## config.mk

```make
export PLATFORM = sky130hd
export DESIGN_NAME = online_sd_converter
export DESIGN_NICKNAME = d
export VERILOG_FILES = /design/src/rtl/online_sd_converter.sv
export SDC_FILE = /design/constraint.sdc
export NUM_CORES = 1
export LEC_CHECK = 0
export ABC_AREA = 1
export ABC_CLOCK_PERIOD_IN_PS = 1320
export BUFFER_PORTS_ARGS = -buffer_cell sky130_fd_sc_hd__buf_2
export CAP_MARGIN = 20
export CORE_UTILIZATION = 50
export DETAILED_ROUTE_END_ITERATION = 12
export PLACE_DENSITY = 0.73
export RECOVER_POWER = 100
export SKIP_CTS_REPAIR_TIMING = 1
export SYNTH_ARGS = -nofsm -noshare
export SYNTH_HDL_FRONTEND = slang
export SYNTH_SLANG_ARGS = --single-unit
```

## constraint.sdc

```tcl
create_clock -name clk -period 1.32 [get_ports clk]
set_input_delay 0.396 -clock clk [delete_from_list [all_inputs] [get_ports clk]]
set_output_delay 0.396 -clock clk [all_outputs]
set_load 0.005 [all_outputs]
```

## src/rtl/online_sd_converter.sv

```systemverilog
// On-the-fly conversion of a radix-2 signed-digit stream (MSD first) into an
// N+1 bit two's-complement word, with no final carry-propagate add.
module online_sd_converter #(
  parameter int N = 8
) (
  input  logic         clk,
  input  logic         rst_n,
  input  logic         start,
  input  logic         in_valid,
  input  logic         d_plus,
  input  logic         d_minus,
  output logic         busy,
  output logic         out_valid,
  output logic [N:0]   result
);

  localparam int CW = (N > 1) ? $clog2(N) : 1;
  localparam logic [CW-1:0] LAST = CW'(N - 1);

  typedef enum logic [0:0] {IDLE, CONVERT} state_t;

  state_t          state_q, state_d;
  logic [N:0]      q_q, q_d;
  logic [N:0]      qm_q, qm_d;
  logic [CW-1:0]   cnt_q, cnt_d;
  logic [N:0]      result_q, result_d;
  logic            out_valid_q, out_valid_d;
  logic            dpos, dneg;

  assign dpos = d_plus & ~d_minus;
  assign dneg = ~d_plus & d_minus;

  always_comb begin
    state_d     = state_q;
    q_d         = q_q;
    qm_d        = qm_q;
    cnt_d       = cnt_q;
    result_d    = result_q;
    out_valid_d = 1'b0;
    case (state_q)
      IDLE: begin
        if (start) begin
          state_d = CONVERT;
          q_d     = '0;
          qm_d    = '1;
          cnt_d   = '0;
        end
      end
      CONVERT: begin
        if (in_valid) begin
          // Q and QM = Q-1 are both kept so a -1 digit never needs a borrow.
          if (dpos) begin
            q_d  = {q_q[N-1:0], 1'b1};
            qm_d = {q_q[N-1:0], 1'b0};
          end else if (dneg) begin
            q_d  = {qm_q[N-1:0], 1'b1};
            qm_d = {qm_q[N-1:0], 1'b0};
          end else begin
            q_d  = {q_q[N-1:0], 1'b0};
            qm_d = {qm_q[N-1:0], 1'b1};
          end
          if (cnt_q == LAST) begin
            result_d    = q_d;
            out_valid_d = 1'b1;
            state_d     = IDLE;
          end else begin
            cnt_d = cnt_q + CW'(1);
          end
        end
      end
      default: state_d = IDLE;
    endcase
  end

  always_ff @(posedge clk) begin
    if (!rst_n) begin
      state_q     <= IDLE;
      q_q         <= '0;
      qm_q        <= '1;
      cnt_q       <= '0;
      result_q    <= '0;
      out_valid_q <= 1'b0;
    end else begin
      state_q     <= state_d;
      q_q         <= q_d;
      qm_q        <= qm_d;
      cnt_q       <= cnt_d;
      result_q    <= result_d;
      out_valid_q <= out_valid_d;
    end
  end

  assign busy      = (state_q == CONVERT);
  assign out_valid = out_valid_q;
  assign result    = result_q;

endmodule
```

Word level (Yosys, flattened, before mapping)
Cells that the tools add are included.
Widths: inputs -> output; s select.

word-level totals
  input bits = 6
  flip-flop bits (word level) = 30

operators by class
  add/sub/neg operators = 1
  reduce and logical (&&, ||, !) cells = 4
  bitwise operators = 5
  mux-type cells = 19
  equal/unequal tests = 4

operator list
  kind                 count
  $mux 8               5
  $pmux 8 s2           2
  $mux 9               2
  $mux 3               3
  $reduce_and 3->1     3
  $ne 2x2->1 const B   3
  $pmux 3 s2           1
  $mux 1               5
  $add 3x1->3 const B  1
  $eq 3x3->1 const B   1
  $not 1->1            3
  $and 1x1->1          2
  $pmux 1 s2           1
  $reduce_and 2->1     1

Logic depth before layout (Yosys ltp)
  word-level depth = 6
  mapped depth = 9

Worst setup path after synthesis
No wires, ideal clock.

  path type = input -> register
  from = input d_minus
  to = register q_q[1]
  arrival time = 1.177 ns
  path buffers = 2
  setup slack = 0.073 ns
  stages on the path = 9
  required time = 1.250 ns
  path through = inv_1 > ha_1 > buf_6 > inv_4 > buf_6 > nand3_1 > nand2_1 > nand2_1 > a21oi_1

between the ends
  longest elaborated chain between the ends = 5
  elaborated cells on any way between the ends = 7
  those cells by class = mux (4); bitwise (3)

ends and longest elaborated chain
  element                                          RTL line  source
  from (decl)                                      11        input logic d_minus,
  $and 1x1->1 / $not 1->1 (equally long branches)  31, 30
  $mux 9 / $and 1x1->1 (equally long branches)     55, 30
  $mux 9 *                                         52        if (dpos) begin
  $mux 8 *                                         50        if (in_valid) begin
  $pmux 8 s2 *                                     40        case (state_q)
  to (signal assigned)                             85        q_q <= q_d;
  to (decl)                                        23        logic [N:0] q_q, q_d;

Mark *: on every way between the ends. The rest lies on a longest branch, timed or not. The select of a mux whose other input is x is not followed.
A chain may end at the register's enable or synchronous reset.

Worst setup path in the final report
  from = register state_q (netlist: busy)
  to = output busy

RTL lines
  element                 RTL line  source
  from (decl)             22        state_t state_q, state_d;
  from (signal assigned)  84        state_q <= state_d;
  to (decl)               12        output logic busy,

No word-level cell between the ends.

==> results <==
- The flow ran to the end, and the final reports show no timing, DRC or antenna violations.
- Once placement finished, the instance area stood at 1550 um2.
- The initial antenna violation count was 0.
- Leaving out fill and tap cells, the most frequent cell in the layout is sky130_fd_sc_hd__nand2_1.
- The worst setup path category is reg2out.
- In the global route stage, met3 resource usage came out at 0.0763.
- Walking the worst path, the cells encountered are buf_2.
- In the final layout, the multi-input gates occupy 671 um2.
- The number of cells on the worst reg-to-reg path is 6.
- The critical path data arrival time is 0.84 ns.
- The number of fill cells in the layout is 229.
- In the global route stage, met2 resource usage came out at 0.389.
- The overall track demand over capacity in global routing is 0.236.
- After clock tree synthesis, the clock-pin slew on the worst setup and hold paths is 0.09 ns.
- The number of rows in the core area is 18.
- After layout, the design draws a total of 1.78 mW.
- TritonCTS built the clock tree.
- The final layout contains routed wiring with a total length of 3.00 mm.
- The delay contributed by the slowest stage of the critical path is 0.39 ns.
- Across the run, the number of max-cap violations was 0.
- The pin count of the biggest net entering global routing is 14.
- The final-report hold violation count is 0.
- The areal power density over the cells is 1110 nW/um2.
- Along the worst path, the maximum fanout reaches 4.
- The post-layout net count is 230.
- The time the final worst path needs with I/O delays and setup is 1.24 ns.
- The number of nets produced by synthesis is 198.
- The worst min-delay path category is in2reg.
- Each instance of the synthesized netlist takes up on average 7.22 um2.
- The clock network latency to the later pin of the worst-skew pair is 0.34 ns.
- Buffers inserted during clock tree synthesis total 5.
- The setup slack of the worst register-to-register path is 0.09 ns.
- The worst hold path depth is 2.
- The required time reported for the critical path endpoint is 0.92 ns.
- Across the VDD grid, the largest voltage drop is 0.000823 V.
- In this run, the number of DRC markers left after iteration 0 of detailed routing was 45.
- Before antenna repair, the detailed router went through 4 iterations.
- The post-detailed-route DRC marker count is 0.
- The worst slew margin relative to its limit is 0.826.
- The die is 54.1 um wide.
- The total congestion overflow after global routing is 0.
- The count of cell types in the netlist is 20.
- For hold timing, the worst endpoint is busy.
- The sequential cells in the finished layout cover a total of 601 um2.
- Timing would allow up to 808 MHz.
- Including well taps, the total number of placed cells is 243.
- The clock net in this run drives a total of 30 sinks.
- The tightest hold margin is 0.333 ns.
- The floorplan step defined a die boundary enclosing 2930 um2.
- The wire length of the first global-routing pass is 4.84 mm.
- The total buffers and inverters traversed by the critical path is 1.
- The final cycle utilization of the critical path is 0.938.
- The slowest stage of the critical path is the sky130_fd_sc_hd__dfxtp_1 cell.
- After synthesis the netlist holds a flip-flop and latch count of 30.
- After global routing, the most crowded layer is met2.
- After the flow finishes, the layout carries non-filler instances totaling 251.
- Detailed placement ended at an HPWL of 2.32 mm.
- CTS placed an instance of sky130_fd_sc_hd__clkbuf_4 at the clock tree root.
- Of the cells placed in the final design, the portion with a size suffix greater than 1 is 0.172.
- The final design instance area without fill is 1600 um2.
- The worst reg2reg path startpoint is cnt_q[0].
- In the final routed layout, each cell accounts on average for 12.0 um.
- The leakage component of the power is 0.770 nW.
- At the pin with the least slew margin, the transition time is 0.260 ns.
- The share of the Yosys chip area taken by registers is 0.442.
- The maximum count of clock buffers along a single path is 2.
- For this run, global-route usage on met1 was measured as 0.275.
- The endpoint kind of the worst setup timing path is a primary output.
- The number of warnings printed during yosys synthesis is 0.
- The number of top-level pins is 17.
- The worst hold path begins at start.
- Broken down by cell family, the worst path's largest delay share belongs to flip-flops.
- The area added between synthesis and finish is 18.0%.
- The reg-to-reg endpoint is cnt_q[1].
- Input and output buffers added on the ports amount to 16.
- The vertical die dimension is 54.1 um.
- The number of instances in the synthesized netlist is 188.
- Setup violations remaining at the end of the flow were counted as 0.
- Clock skew on the completed layout was measured at 0.0161 ns.
- The core region area is 2520 um2.
- The final count of pins violating max slew is 0.
- The detail route stage leaves a number of antenna-violating nets equal to 0.
- The routed layout has 1,355 vias.
- In the layout the commonest cells are sky130_fd_sc_hd__nand2_1 (67), sky130_fd_sc_hd__nand3_1 (46), sky130_fd_sc_hd__dfxtp_1 (30).
- The synthesized netlist occupies a cell area of 1360 um2.
- STA classifies the critical path startpoint as a register.
- The number of global-route vias before repair came to 1,134.
- The final total negative setup slack is 0 ns.
- The via-per-instance ratio is 5.40.
- The initial core utilization is 0.538.
- The number of inserted diodes is 0.
- The startpoint of the worst setup timing path is busy.
- The H-tree generated during clock tree synthesis spans 2 levels.
- Routability-driven placement finished with a final weighted congestion of 0.896.
[how the worst max path moves through the flow]
stage,end,slack [ns],depth (start not counted)
6_report,busy,0.08,1
5_1_grt,result[8],-0.02,6
4_1_cts,result[6],-0.04,6
3_5_place_dp,result[8],-0.10,7
3_3_place_gp,result[8],-0.09,6
2_1_floorplan,q_q[1],0.07,9
[report_power, final]
part / total [mW] / internal [mW] / switching (mW) / leakage [nW]
clock network: 0.575 / 0.258 / 0.317 / 0.0353
logic: 0.242 / 0.103 / 0.140 / 0.491
registers: 0.967 / 0.939 / 0.0284 / 0.244
[sequential cells by signal, indices dropped and copies added (netlist names)]
signal / flops
busy: 1
cnt_q: 3
out_valid: 1
q_q: 8
qm_q: 8
result: 9
[cells in the mapped netlist, drive strengths merged]
| master | count | area share |
|---|---|---|
| a21oi | 9 | 0.033 |
| buf | 7 | 0.041 |
| clkbuf | 2 | 0.0055 |
| clkinv | 1 | 0.0028 |
| dfxtp | 30 | 0.44 |
| ha | 4 | 0.037 |
| inv | 7 | 0.021 |
| nand2 | 69 | 0.20 |
| nand3 | 46 | 0.17 |
| nor2 | 5 | 0.014 |
| o211a | 1 | 0.0074 |
| o21ai | 6 | 0.025 |
| or2 | 1 | 0.0046 |
[cells by family after synthesis]
logic type | count (synthesis) | share of synthesized area
buf+inv | 17 | 0.0710
compound gates | 16 | 0.0654
flops | 30 | 0.442
simple gates | 121 | 0.384
fa+ha+maj | 4 | 0.0369
[per-layer routing]
metal,vias to the layer above,share of wire,wire (um)
li1,679,-,-
met1,612,0.48,1430
met2,55,0.44,1320
met3,9,0.060,181
met4,0,0.023,68
met5,-,0,0
[metrics by stage]
step | setup WS (ns) | util
floorplan | 0.0733 | -
global placement | -0.0865 | 0.613
detailed placement | -0.105 | 0.613
CTS | -0.0403 | 0.637
global route | -0.0192 | 0.635
finish | 0.0819 | 0.635
[final cells by class]
| class | instances | area share |
|---|---|---|
| clock inverters | 1 | 0.00312 |
| repair buffers | 34 | 0.125 |
| well taps | 30 | 0.0234 |
| flip-flops and latches | 30 | 0.375 |
| multi-input cells | 141 | 0.419 |
| inverters | 8 | 0.0203 |
| clock buffers | 7 | 0.0344 |
Note: power is estimated with default switching activity, not from simulation.
